===== config.mk =====
export PLATFORM = sky130hd
export DESIGN_NAME = ftdi_fifo_tx
export DESIGN_NICKNAME = d
export VERILOG_FILES = /design/src/rtl/ftdi_fifo_tx.sv
export SDC_FILE = /design/constraint.sdc
export NUM_CORES = 1
export LEC_CHECK = 0
export CAP_MARGIN = 15
export CORE_MARGIN = 3
export CORE_UTILIZATION = 40
export DETAILED_ROUTE_END_ITERATION = 7
export DONT_BUFFER_PORTS = 1
export GPL_TIMING_DRIVEN = 0
export PLACE_DENSITY = 0.64
export REMOVE_ABC_BUFFERS = 1
export SLEW_MARGIN = 30
export SYNTH_ARGS = -nofsm -noshare
export SYNTH_HDL_FRONTEND = slang
export SYNTH_SLANG_ARGS = --single-unit

===== constraint.sdc =====
create_clock -name clk -period 3.3 [get_ports clk]
set_clock_uncertainty 0.05 [all_clocks]
set_input_delay 0.825 -clock clk [delete_from_list [all_inputs] [get_ports clk]]
set_output_delay 0.825 -clock clk [all_outputs]
set_load 0.005 [all_outputs]

===== src/rtl/ftdi_fifo_tx.sv =====
// FT245-style FIFO write engine: buffers fabric bytes and drives the WR#/TXE# handshake.
// Optional send-immediate (SIWU#) support is enabled by defining FTDI_TX_SIWU_EN.
module ftdi_fifo_tx #(
    parameter int SIZE       = 8,
    parameter int DEPTH_LOG2 = 2,
    parameter int WR_LOW     = 3,
    parameter int WR_HIGH    = 2
) (
    input  logic                  clk,
    input  logic                  rst,
    input  logic [SIZE-1:0]       in_b,
    input  logic                  in_valid,
    output logic                  in_ready,
    output logic [SIZE-1:0]       ftdi_d_out,
    output logic                  ftdi_d_oe,
    output logic                  ftdi_wr_n,
    input  logic                  ftdi_txe_n,
`ifdef FTDI_TX_SIWU_EN
    input  logic                  flush,
    output logic                  ftdi_siwu_n,
`endif
    output logic                  busy,
    output logic [DEPTH_LOG2:0]   level
);

    localparam int                 DEPTH       = 1 << DEPTH_LOG2;
    localparam int                 CNT_W       = 8;
    localparam logic [DEPTH_LOG2:0] LVL_FULL   = (DEPTH_LOG2+1)'(DEPTH);
    localparam logic [DEPTH_LOG2:0] LVL_ONE    = (DEPTH_LOG2+1)'(1);
    localparam logic [DEPTH_LOG2:0] LVL_ZERO   = (DEPTH_LOG2+1)'(0);
    localparam logic [CNT_W-1:0]   STROBE_LOAD = CNT_W'(WR_LOW - 1);
    localparam logic [CNT_W-1:0]   RECOV_LOAD  = CNT_W'(WR_HIGH - 1);
    localparam logic [CNT_W-1:0]   CNT_ZERO    = CNT_W'(0);
    localparam logic [CNT_W-1:0]   CNT_ONE     = CNT_W'(1);

    localparam logic [2:0] S_IDLE    = 3'd0;
    localparam logic [2:0] S_SETUP   = 3'd1;
    localparam logic [2:0] S_STROBE  = 3'd2;
    localparam logic [2:0] S_HOLD    = 3'd3;
    localparam logic [2:0] S_RECOVER = 3'd4;

    logic                  r_txe_meta;
    logic                  r_txe_s;
    logic [SIZE-1:0]       r_mem [DEPTH];
    logic [DEPTH_LOG2-1:0] r_wptr;
    logic [DEPTH_LOG2-1:0] r_rptr;
    logic [DEPTH_LOG2:0]   r_level;
    logic                  r_in_ready;
    logic [2:0]            r_state;
    logic [CNT_W-1:0]      r_cnt;
    logic [SIZE-1:0]       r_d_out;
    logic                  r_oe;
    logic                  r_wr_n;
    logic                  r_busy;

    logic                  w_push;
    logic                  w_pop;
    logic                  w_can_start;
    logic [2:0]            w_state_next;
    logic [CNT_W-1:0]      w_cnt_next;
    logic [DEPTH_LOG2:0]   w_level_next;

    assign in_ready   = r_in_ready;
    assign ftdi_d_out = r_d_out;
    assign ftdi_d_oe  = r_oe;
    assign ftdi_wr_n  = r_wr_n;
    assign busy       = r_busy;
    assign level      = r_level;

    // Two-flop synchronizer for the asynchronous TXE# pin
    always_ff @(posedge clk) begin
        if (rst) begin
            r_txe_meta <= 1'b1;
            r_txe_s    <= 1'b1;
        end else begin
            r_txe_meta <= ftdi_txe_n;
            r_txe_s    <= r_txe_meta;
        end
    end

    // Next state; a finished RECOVER may chain straight into the next SETUP
    always_comb begin
        w_push       = in_valid & r_in_ready;
        w_can_start  = (r_level != LVL_ZERO) && (r_txe_s == 1'b0);
        w_pop        = 1'b0;
        w_state_next = r_state;
        w_cnt_next   = r_cnt;
        case (r_state)
            S_IDLE: begin
                if (w_can_start) begin
                    w_pop        = 1'b1;
                    w_state_next = S_SETUP;
                end else begin
                    w_state_next = S_IDLE;
                end
            end
            S_SETUP: begin
                w_state_next = S_STROBE;
                w_cnt_next   = STROBE_LOAD;
            end
            S_STROBE: begin
                if (r_cnt == CNT_ZERO) begin
                    w_state_next = S_HOLD;
                end else begin
                    w_cnt_next = r_cnt - CNT_ONE;
                end
            end
            S_HOLD: begin
                w_state_next = S_RECOVER;
                w_cnt_next   = RECOV_LOAD;
            end
            S_RECOVER: begin
                if (r_cnt != CNT_ZERO) begin
                    w_cnt_next = r_cnt - CNT_ONE;
                end else if (w_can_start) begin
                    w_pop        = 1'b1;
                    w_state_next = S_SETUP;
                end else begin
                    w_state_next = S_IDLE;
                end
            end
            default: begin
                w_state_next = S_IDLE;
                w_cnt_next   = CNT_ZERO;
            end
        endcase
    end

    // Occupancy follows push/pop; both together leave it unchanged
    always_comb begin
        case ({w_push, w_pop})
            2'b10:   w_level_next = r_level + LVL_ONE;
            2'b01:   w_level_next = r_level - LVL_ONE;
            default: w_level_next = r_level;
        endcase
    end

    // Buffer storage, no reset needed since reads are gated by occupancy
    always_ff @(posedge clk) begin
        if (w_push) begin
            r_mem[r_wptr] <= in_b;
        end
    end

    // Circular pointers, occupancy and registered ready flag
    always_ff @(posedge clk) begin
        if (rst) begin
            r_wptr     <= DEPTH_LOG2'(0);
            r_rptr     <= DEPTH_LOG2'(0);
            r_level    <= LVL_ZERO;
            r_in_ready <= 1'b0;
        end else begin
            if (w_push) begin
                r_wptr <= r_wptr + DEPTH_LOG2'(1);
            end
            if (w_pop) begin
                r_rptr <= r_rptr + DEPTH_LOG2'(1);
            end
            r_level    <= w_level_next;
            r_in_ready <= (w_level_next != LVL_FULL);
        end
    end

    // FSM state and pad outputs, registered from the next state
    always_ff @(posedge clk) begin
        if (rst) begin
            r_state <= S_IDLE;
            r_cnt   <= CNT_ZERO;
            r_d_out <= SIZE'(0);
            r_oe    <= 1'b0;
            r_wr_n  <= 1'b1;
            r_busy  <= 1'b0;
        end else begin
            r_state <= w_state_next;
            r_cnt   <= w_cnt_next;
            if (w_pop) begin
                r_d_out <= r_mem[r_rptr];
            end
            r_oe   <= (w_state_next == S_SETUP) || (w_state_next == S_STROBE) ||
                      (w_state_next == S_HOLD);
            r_wr_n <= (w_state_next != S_STROBE);
            r_busy <= (w_level_next != LVL_ZERO) || (w_state_next != S_IDLE);
        end
    end

`ifdef FTDI_TX_SIWU_EN
    logic             r_pend;
    logic             r_siwu_act;
    logic             r_siwu_n;
    logic [CNT_W-1:0] r_siwu_cnt;

    assign ftdi_siwu_n = r_siwu_n;

    // Sticky flush request fires one SIWU# pulse once everything has drained
    always_ff @(posedge clk) begin
        if (rst) begin
            r_pend     <= 1'b0;
            r_siwu_act <= 1'b0;
            r_siwu_n   <= 1'b1;
            r_siwu_cnt <= CNT_ZERO;
        end else if (r_siwu_act) begin
            if (r_siwu_cnt == CNT_ZERO) begin
                r_siwu_act <= 1'b0;
                r_siwu_n   <= 1'b1;
                r_pend     <= 1'b0;
            end else begin
                r_siwu_cnt <= r_siwu_cnt - CNT_ONE;
            end
        end else if (r_pend && (r_level == LVL_ZERO) && (r_state == S_IDLE)) begin
            r_siwu_act <= 1'b1;
            r_siwu_n   <= 1'b0;
            r_siwu_cnt <= STROBE_LOAD;
        end else begin
            r_pend <= r_pend | flush;
        end
    end
`endif

endmodule


Yosys cells after proc, flatten, opt, wreduce, memory -nomap -nowiden
Memory sizes are Yosys's and may differ from the RTL's. A register that Yosys moved wholly into a read port is not among the register bits.
Cells that the tools add are included.
Storage, ports and cells
  flip-flop bits (word level): 24
  RAM bits: 32
  output and inout bits: 15
  memories: 1
Operators by class
  $add $sub $neg: 5
  equality and inequality tests: 13
  mux-type cells: 13
  bitwise gates (word level): 3
  reduce and logical (&&, ||, !) cells: 11
Memory list
  r_mem: words 4, bits a word 8, read ports 1, clocked after Yosys merged registers in 1, wr ports 1, line 44  | logic [SIZE-1:0] r_mem [DEPTH];
Operators with widths (number)
  $pmux W8 S5: 1
  $mux W8: 2
  $pmux W3 S5: 1
  $eq A3 B2 Y1 const B: 4
  $reduce_bool A3 Y1: 3
  $logic_not A8 Y1: 1
  $reduce_bool A8 Y1: 1
  $sub A8 B1 Y8 const B: 1
  $eq A3 B1 Y1 const B: 2
  $mux W3: 2
  $pmux W3 S2: 1
  $mux W1: 5
  $add A2 B1 Y2 const B: 2
  $ne A2 B2 Y1 const B: 2
  $add A3 B1 Y3 const B: 1
  $eq A3 B3 Y1 const B: 1
  $logic_not A3 Y1: 1
  $logic_or A1 B1 Y1: 3
  $ne A3 B2 Y1 const B: 1
  $ne A3 B3 Y1 const B: 1
  $reduce_and A3 Y1: 1
  $sub A3 B1 Y3 const B: 1
  $eq A2 B1 Y1 const B: 1
  $eq A2 B2 Y1 const B: 1
  other kinds (4): 5

Depth between registers and ports, before layout
Gate-level depths: netlist (run 1).
  word-level depth: 9
  gate-level depth with buffers: 13
  depth with buffers taken out: 12

Least setup slack after synthesis (run 1)
No wires, ideal clock.
  path kind: register -> register
  from: register r_state[0]
  to: register r_busy, in the netlist busy
  setup time: 0.138 ns
  arrival time: 2.437 ns
  slack: 0.675 ns
  cell stages (with the launch flop): 12
  cells stage by stage: dfxtp_1 -> clkbuf_1 -> or4_1 -> clkbuf_1 -> nor2_1 -> ha_1 -> inv_1 -> fa_1 -> xor2_1 -> nor2_1 -> xnor2_1 -> a41oi_1
On the way
  cells in the longest elaborated chain, start to end: 6
Ends and longest elaborated chain
  start: declaration: line 49  | logic [2:0] r_state;
  start signal: assignment: line 174  | r_state <= w_state_next;
  $eq A3 B3 Y1 or $logic_not A3 Y1 (tied branches): line 88  | case (r_state)
  $pmux W1 S2 (*): line 88
  via w_pop: line 57  | logic w_pop;
  $eq A2 B1 Y1 or $eq A2 B2 Y1 (tied branches): line 131  | case ({w_push, w_pop})
  $pmux W3 S2 (*): line 131
  $reduce_bool A3 Y1 (*): line 182  | r_busy <= (w_level_next != LVL_ZERO) || (w_state_next != S_IDLE);
  $logic_or A1 B1 Y1 (*): line 182
  end signal: assignment: line 182
  end: declaration: line 54  | logic r_busy;
The timed path passes the listed nets; every way through them passes the cells marked *.
A chain may end at the register's enable or synchronous reset.

Final worst setup path (run 1)
  from: register r_level[0], in the netlist level[0]
  to: register r_busy, in the netlist busy
On the way
  cells in the longest elaborated chain, start to end: 9
Ends and longest elaborated chain
  start: declaration: line 47  | logic [DEPTH_LOG2:0] r_level;
  start signal: assignment: line 159  | r_level <= w_level_next;
  $reduce_bool A3 Y1 (*): line 84  | w_can_start = (r_level != LVL_ZERO) && (r_txe_s == 1'b0);
  $logic_and A1 B1 Y1 (*): line 84
  $mux W1 (*): line 90, 115
  $mux W1: line 113  | if (r_cnt != CNT_ZERO) begin
  $pmux W1 S2 (*): line 88
  via w_pop: line 57
  $eq A2 B1 Y1 or $eq A2 B2 Y1 (tied branches): line 131
  $pmux W3 S2 (*): line 131
  $reduce_bool A3 Y1 (*): line 182
  $logic_or A1 B1 Y1 (*): line 182
Marks and branches as above.

==> results.md, run 1 <==
Final layout:
- For this run, the share of the core covered by cells in the final layout is 45.93%.
- The number of antenna cells inserted is 0.
- The number of standard cells in the final layout excluding fillers is 312.
- The combined flip-flop and latch cell area is 0.001602 mm^2.
- The area added between synthesis and finish is 8.912%.
- The area taken by multi-input logic gates is 0.001060 mm^2.
- The filler cells instantiated in the layout total 608.
- The post-route netlist has 15.74% of its cells at a drive strength greater than 1.
- The net total in the final layout is 249.

Worst setup path:
- The required time at the endpoint of the critical path is 3450 ps.
- The data arrival time of the critical path is 3020 ps.
- The kind of start point of the critical path is a flop.
- The worst setup path is captured at a flop.
- The number of cells on the worst reg-to-reg path is 10.
- The internal reg-to-reg setup slack is 420 ps.
- The critical path class is flop to flop.
- The startpoint identified for the worst register-to-register timing path is level[0]$_SDFF_PP0_.
- The endpoint identified for the worst register-to-register timing path is busy$_SDFF_PP0_.
- The largest driver fanout on the critical path is 11.

Place:
- The quantity of I/O buffers inserted on ports is 0.
- At the end of routability-driven placement, the weighted congestion stood at 0.7766.
- Summed over all nets, the half-perimeter wirelength after detailed placement is 3300 um.
- The count of placed standard cells including taps is 296.

CTS:
- The clock sink count is 64.
- The clock reaches the later pin of the worst-skew pair after 340 ps.
- The TritonCTS clock tree is built.
- The CTS clock-pin slew for the worst setup and hold paths is 70 ps.
- The number of clock buffers inserted by TritonCTS is 9.
- The clock tree root buffer cell is sky130_fd_sc_hd__clkbuf_8.
- The count of hold-fix buffers inserted at cts is 0.
- In this run the deepest clock path goes through 2 buffers.
- CTS built an H-tree with a depth of 3.

Route:
- For this run, design rule violations remaining after detail routing come to 0.
- The final route contains 1717 vias.
- The first detailed-routing pass ran for 5 iterations.
- The detail route stage leaves a number of antenna-violating nets equal to 0.
- The routed length per placed instance is 15.74 um.
- The via count normalized by instance count is 5.503.
- The iteration-0 DRC count of the detailed router is 79.
- For this block, the routed nets add up to 4910 um of wire.

Synthesis:
- Counting flops with a built-in enable in the synthesized netlist gives 32.
- Sorting the synthesized cells by area gives the leading types as sky130_fd_sc_hd__edfxtp_1 (35%), sky130_fd_sc_hd__dfxtp_1 (24%), sky130_fd_sc_hd__mux4_2 (6.6%).
- In the synthesized netlist the dominant register cell turns out to be sky130_fd_sc_hd__edfxtp_1.
- Of all flip-flops after synthesis, the portion carrying an async set or reset was 0%.
- The commonest cells after synthesis are sky130_fd_sc_hd__dfxtp_1 (32), sky130_fd_sc_hd__edfxtp_1 (32), sky130_fd_sc_hd__a21oi_1 (19).
- The portion of the post-synthesis area used by sequential elements is 58.80%.
- The share of synthesized area in the top cell type comes to 35.28%.
- Counting every instance in the synthesized netlist gives 229.
- After synthesis the netlist holds a flip-flop and latch count of 64.
- The synthesized design spends more area on one cell type than any other, namely sky130_fd_sc_hd__edfxtp_1.
- Synthesis instantiated 43 different standard cells from the library.
- During synthesis, Yosys emitted a total of 0 warnings.
- In this run the cell area of the synthesized design comes to 0.002724 mm^2.
- A synthesized cell averages 11.89 um^2.

Worst hold path:
- In this run the most critical hold path is launched from r_txe_meta$_SDFF_PP1_.
- The min-delay analysis places its worst path in the category flop to flop.
- The worst hold path depth is 1.
- The worst hold path endpoint is r_txe_s$_SDFF_PP1_.

Timing:
- The fmax is 0.3477 GHz.
- On the final layout, the worst hold slack is 360.2 ps.
- The normalized max-slew margin is 56.57%.
- In the final timing run, aggregate negative setup slack is 0 ps.
- The final critical-path share of the clock period is 87.15%.
- Setup repair after global routing left no endpoint under its margin.
- Counting I/O delays and the setup requirement, the final critical path takes 2876 ps.
- The transition time of the tightest slew-check pin is 650.6 ps.
- The number of hold violations in the final report was 0.
- Setup violations remaining at the end of the flow were counted as 0.
- The count of final max-slew check failures is 0.

Power:
- The power share of the sequential group is 54.2%.
- The total leakage power is 1.009 nW.
- The maximum resistive drop on vdd is 298.7 uV.
- Summed over all nets, the switching power comes to 0.4515 mW.
- Total power for the finished layout comes to 1.678 mW.
- Combinational cells account for 11.1% of the total power.
- Of the total power, the share spent switching nets is 26.91%.
- The internal power is 1.226 mW.
- The clock group share of total power is 34.7%.
- Dividing total power by cell area gives a power density of 565.6 mW/mm^2.

Floorplanning:
- The row count is 29.
- The starting density of the core is 42.17%.
- The core area is 0.006459 mm^2.
- Measured along the x axis, the die boundary spans 88.52 um.
- The boundary pin count is 27.
- From bottom edge to top edge, the die measures 88.52 um.
- The die outline area is 0.007836 mm^2.

Outcome:
- The run finished with clean final reports.

Global route:
- The maximum number of pins on one net before global-route repair is 31.
- The overall track demand over capacity in global routing is 14.45%.
- The total congestion overflow is 0.
- The initial antenna violation count came to 0.
- The wire length of the first global-routing pass is 8252 um.
- The number of global-route vias before repair is 1685.

Run:
- The max-cap violation count is 0.
## per-stage QoR
| step | instance area (um^2) | setup WS, ps |
|---|---|---|
| 2_1_floorplan | 2686 | 761.0 |
| 3_3_place_gp | 2783 | 232.7 |
| 3_5_place_dp | 2783 | 210.3 |
| 4_1_cts | 2954 | 174.2 |
| 5_1_grt | 2967 | 174.7 |
| 6_report | 2967 | 424.1 |
## placed cells by master, fill, tap and decap left out, types with 2 or more instances in the layout
cell type                  netlist  final
sky130_fd_sc_hd__nor2b_1         4      4
sky130_fd_sc_hd__nor2_1         16     16
sky130_fd_sc_hd__mux4_2          8      8
sky130_fd_sc_hd__dfxtp_1        32     32
sky130_fd_sc_hd__or2_2           4      4
sky130_fd_sc_hd__o21ai_0        18     18
sky130_fd_sc_hd__clkbuf_8        0      9
sky130_fd_sc_hd__clkinv_2        0      2
sky130_fd_sc_hd__and3_1          4      4
sky130_fd_sc_hd__clkinv_4        0      2
sky130_fd_sc_hd__inv_1          10     10
sky130_fd_sc_hd__a211oi_1        5      5
sky130_fd_sc_hd__or3_2           2      2
sky130_fd_sc_hd__mux2i_1         2      2
sky130_fd_sc_hd__nand2_1        11     11
sky130_fd_sc_hd__xnor2_1         2      2
sky130_fd_sc_hd__edfxtp_1       32     32
sky130_fd_sc_hd__a21oi_1        19     18
sky130_fd_sc_hd__nor3_1          3      3
sky130_fd_sc_hd__nand3_1         9      9
sky130_fd_sc_hd__xor2_1          4      4
sky130_fd_sc_hd__a2111o_1        2      2
sky130_fd_sc_hd__or3_1           6      6
sky130_fd_sc_hd__ha_1            6      6
## state kept, by name, summed over array words and instances, names as in the netlist
name,count
ftdi_d_oe,1
r_txe_meta,1
r_state,3
in_ready,1
ftdi_wr_n,1
ftdi_d_out,8
busy,1
r_txe_s,1
r_rptr,2
level,3
r_wptr,2
r_mem,32
r_cnt,8
## cells by family (layout without fill, tap and decap cells)
group,Yosys count,after routing,synth area share (%)
fa+ha+maj,7,7,3.491
xor+xnor,6,6,1.929
compound gates,55,55,12.40
mux,11,11,7.763
buf+inv,20,26,2.756
simple gates,66,66,12.86
flops,64,64,58.80
## worst max path at each step
stage / startpoint / endpoint / cells past startpoint
after floorplan: r_state[1]$_SDFF_PP0_ / busy$_SDFF_PP0_ / 9
after global placement: r_cnt[0]$_SDFFE_PP0P_ / busy$_SDFF_PP0_ / 12
after detailed placement: r_cnt[0]$_SDFFE_PP0P_ / busy$_SDFF_PP0_ / 12
after CTS: r_cnt[0]$_SDFFE_PP0P_ / busy$_SDFF_PP0_ / 12
after global routing: r_cnt[0]$_SDFFE_PP0P_ / busy$_SDFF_PP0_ / 12
final: level[0]$_SDFF_PP0_ / busy$_SDFF_PP0_ / 10
## routing by layer
layer / GRT usage, % / up-vias / part of all wire (%)
met3: 7.449 / 10 / 6.4
met5: 0 / - / 0
met1: 16.72 / 815 / 44
li1: - / 855 / -
met4: 6.181 / 0 / 2.3
met2: 22.57 / 37 / 47
## power by group through the flow
stage / clock, mW / combinational (mW) / sequential (mW)
detailed placement: 0 / 0.183 / 0.927
finish: 0.583 / 0.186 / 0.910
CTS: 0.605 / 0.184 / 0.909
global placement: 0 / 0.181 / 0.925
floorplan: 0 / 0.152 / 0.916
global route: 0.640 / 0.212 / 0.916
## what timing repair did
item                                   in CTS  in global routing
endpoints found under the hold margin       0                  0
gates resized for setup                     0                  1
setup endpoints to repair                   0                  2
setup buffers                               0                  0
## worst max-delay path: stages (launching register included)
cell,delay (ps)
sky130_fd_sc_hd__dfxtp_1,450
sky130_fd_sc_hd__nor3_1,160
sky130_fd_sc_hd__or4_1,600
sky130_fd_sc_hd__nor2_1,200
sky130_fd_sc_hd__ha_1,200
sky130_fd_sc_hd__inv_1,60
sky130_fd_sc_hd__fa_1,370
sky130_fd_sc_hd__xor2_1,150
sky130_fd_sc_hd__nor2_1,180
sky130_fd_sc_hd__xnor2_1,170
sky130_fd_sc_hd__a41oi_1,150
## cell type report
| cell class | count | area share (%) |
|---|---|---|
| Sequential cell | 64 | 53.99 |
| Multi-Input combinational cell | 145 | 35.72 |
| Clock buffer | 9 | 4.175 |
| Tap cell | 77 | 3.248 |
| Clock inverter | 7 | 1.603 |
| Inverter | 10 | 1.265 |
No activity file was read; power rests on OpenSTA's default activity.
==> run 2: changes to the inputs <==
PLACE_DENSITY = 0.66   (was 0.64)
clock period = 2.4 ns   (was 3.3 ns; I/O delays follow)
==> results.md, run 2 (same netlist as run 1, synthesis figures left out) <==
Floorplanning:
- The die is 88.52 um wide.
- The initial utilization of the core area, before any placement, comes to 42.17%.
- The floorplan step defined a die boundary enclosing 0.007836 mm^2.
- After floorplanning, the core was sized to cover 0.006459 mm^2.
- The row count is 29.
- The die height is 88.52 um.
- The boundary pin count is 27.

Final layout:
- The fraction of final layout cells sized beyond drive strength 1 is 27.50%.
- Cells fill 48.93% of the core in the end.
- Excluding fillers, the count of instances in the completed layout stands at 317.
- The number of antenna cells inserted is 0.
- After the last flow step, the layout net total stands at 254.
- Fill cells in the final layout number 573.
- The flip-flop count of the largest register after layout is 32.
- The final standard cell area without fillers is 0.003161 mm^2.
- Leaving out fill and tap cells, the most frequent cells in the layout are sky130_fd_sc_hd__edfxtp_1 (32), sky130_fd_sc_hd__dfxtp_1 (26), sky130_fd_sc_hd__o21ai_0 (17), sky130_fd_sc_hd__a21oi_1 (17), sky130_fd_sc_hd__nor2_1 (14).
- The library cell used most frequently in the layout, excluding fill and tap cells, is sky130_fd_sc_hd__edfxtp_1.
- Relative to the synthesized area, the layout overhead comes to 16.03%.
- The register bank with the most flops is r_mem.

Worst setup path:
- Data on the critical path arrives at its endpoint at 2590 ps.
- By instance count, the cell type seen most on the critical path is sky130_fd_sc_hd__xor2_1.
- The worst setup path is captured at a flop.
- The number of buffers and inverters on the critical path is 1.
- The critical path runs through a total of 10 cells.
- The worst setup path is of the flop to flop kind.
- The worst setup path is launched from a flop.
- Grouping stages by cell kind, the critical path spends the most delay in simple AND/OR/NAND/NOR gates.
- The depth of the worst register-to-register path is 10.
- The largest single stage delay on the critical path is 450 ps.
- For this design, the slowest cell found on the critical path is sky130_fd_sc_hd__or4_4.
- The critical path goes through nor3_4, or4_4, nor2_4, ha_4, inv_2, fa_2, xor2_1, nor2_2, xor2_1, a21oi_2.
- STA puts the critical path data required time at 2570 ps.
- Of all nets on the critical path, the largest fanout is 6.

Global route:
- The maximum number of pins on one net before global-route repair is 31.
- The number of global-route vias before repair is 1820.
- The first global-routing pass estimated 8797 um of wire.
- After global routing the overflow that remains totals 0.
- Global routing used 15.18% of the available tracks.
- The initial antenna violation count was 0.

CTS:
- The clock sink count is 64.
- The number of clock buffers added by TritonCTS is 9.
- The later pin in the worst-skew pair is clocked with a latency of 340 ps.
- The clock tree root buffer cell is sky130_fd_sc_hd__clkbuf_8.
- The CTS clock-pin slew for the worst setup and hold paths is 80 ps.
- The number of H-tree levels is 3.
- The buffer depth of the longest clock path is 2.
- The TritonCTS clock tree is built.

Worst hold path:
- Counting instances, the worst hold path has a depth of 1.
- The min-delay analysis places its worst path in the category input pin to flop.

Route:
- The iteration-0 DRC count of the detailed router is 124.
- The number of detailed-routing iterations run before antenna repair is 4.
- In the final routed layout, each cell accounts on average for 16.77 um.
- The post-detailed-route DRC marker count is 0.
- The vias after detailed routing is 1752.
- The final routed wirelength across all metal layers is 5316 um.
- In the routed layout, each cell is associated on average with a via count of 5.527.
- The remaining number of nets flagged by the antenna check after routing is 0.

Timing:
- The count of final max-slew check failures was 0.
- In this run the tightest slew margin relative to its limit is 39.66%.
- Derived from the worst setup path, the maximum achievable clock frequency is 0.4144 GHz.
- Setup violations remaining at the end of the flow were counted as 2.
- The transition time of the tightest slew-check pin is 897.7 ps.
- The number of hold violations in the final report came to 0.
- The worst setup margin is -13.07 ps.
- The final critical path time including I/O delays and setup is 2413 ps.
- The final critical-path share of the clock period is 100.5%.
- Setup repair after global routing could not meet its margin everywhere.

Place:
- The count of placed standard cells including taps is 296.
- The area of placed instances is 0.002783 mm^2.
- The quantity of I/O buffers inserted on ports is 0.
- The congestion estimate from routability-driven global placement came to 0.7459.
- Once detailed placement completed, the half-perimeter wirelength came to 3355 um.

Outcome:
- The checks that failed: negative setup slack.
- The flow ran to the end, but the final reports show violations.

Power:
- Across the VDD grid, the largest voltage drop is 393.0 uV.
- The total leakage power is 1.075 nW.
- The power density over the cells is 793.2 mW/mm^2.

Run:
- Max-cap violations in this run came to 0.
-- run 2: cell types whose count changed in the layout (fill, tap and decap cells not counted), sizes merged --
cell      change
buf           +5
clkinv        -3
clkinvlp      +2
bufinv        +1
-- run 2: routing by layer --
metal | part of all wire, % | up-vias | GRT usage [%]
met1 | 43 | 846 | 18.66
met4 | 1.5 | 0 | 4.945
li1 | - | 863 | -
met5 | 0 | - | 0
met3 | 4.9 | 10 | 6.145
met2 | 50 | 33 | 24.47
-- run 2: timing repair --
| item | CTS | global route |
|---|---|---|
| buffers inserted | 4 | 1 |
| endpoints found under the setup margin | 5 | 3 |
| gates resized for setup | 30 | 6 |
| endpoints found under the hold margin | 0 | 0 |
| hold buffers | 0 | 0 |
| pin swaps | 8 | 4 |
-- run 2: path summary, 6_finish.rpt --
kind | start | end | slack [ps]
worst max-delay path | level[0]$_SDFF_PP0_ | in_ready$_SDFF_PP0_ | -10
worst min-delay path | rst | r_state[0]$_SDFF_PP0_ | 260
worst max register to register | level[0]$_SDFF_PP0_ | in_ready$_SDFF_PP0_ | -10
worst min register to register | r_txe_meta$_SDFF_PP1_ | r_txe_s$_SDFF_PP1_ | 380
-- run 2: per-stage QoR --
step	total power [mW]	hold slack, ps	setup WS (ps)	TNS [ps]
finish	2.507	264.0	-13.07	-22.58
global placement	1.519	343.0	-729.3	-2410
global route	2.646	244.6	-137.7	-252.8
detailed placement	1.524	344.5	-709.2	-2299
floorplan	1.469	339.5	-139.0	-286.9
CTS	2.514	248.0	4.754	0
-- run 2: power breakdown --
group	leakage (nW)	internal [mW]	switching (mW)	total, mW
combinational	0.426	0.150	0.166	0.316
clock	0.0936	0.489	0.446	0.935
sequential	0.555	1.20	0.0558	1.26
total	1.07	1.84	0.668	2.51
-- run 2: cell type report --
cell class              instances  area, um^2  area share [%]
well taps                      77       96.34           3.048
clock buffers                   9       123.9           3.919
repair buffers                  5       37.54           1.188
multi-input cells             145        1167           36.94
flip-flops and latches         64        1617           51.15
clock inverters                 7       81.33           2.573
inverters                      10       37.54           1.188
-- run 2: worst reg2reg max path, cell delays in order (launching register included) --
cell                      delay [ps]
sky130_fd_sc_hd__dfxtp_4         400
sky130_fd_sc_hd__nor3_4           60
sky130_fd_sc_hd__or4_4           450
sky130_fd_sc_hd__nor2_4          160
sky130_fd_sc_hd__ha_4            140
sky130_fd_sc_hd__inv_2            40
sky130_fd_sc_hd__fa_2            330
sky130_fd_sc_hd__xor2_1          160
sky130_fd_sc_hd__nor2_2          170
sky130_fd_sc_hd__xor2_1          230
sky130_fd_sc_hd__a21oi_2         100
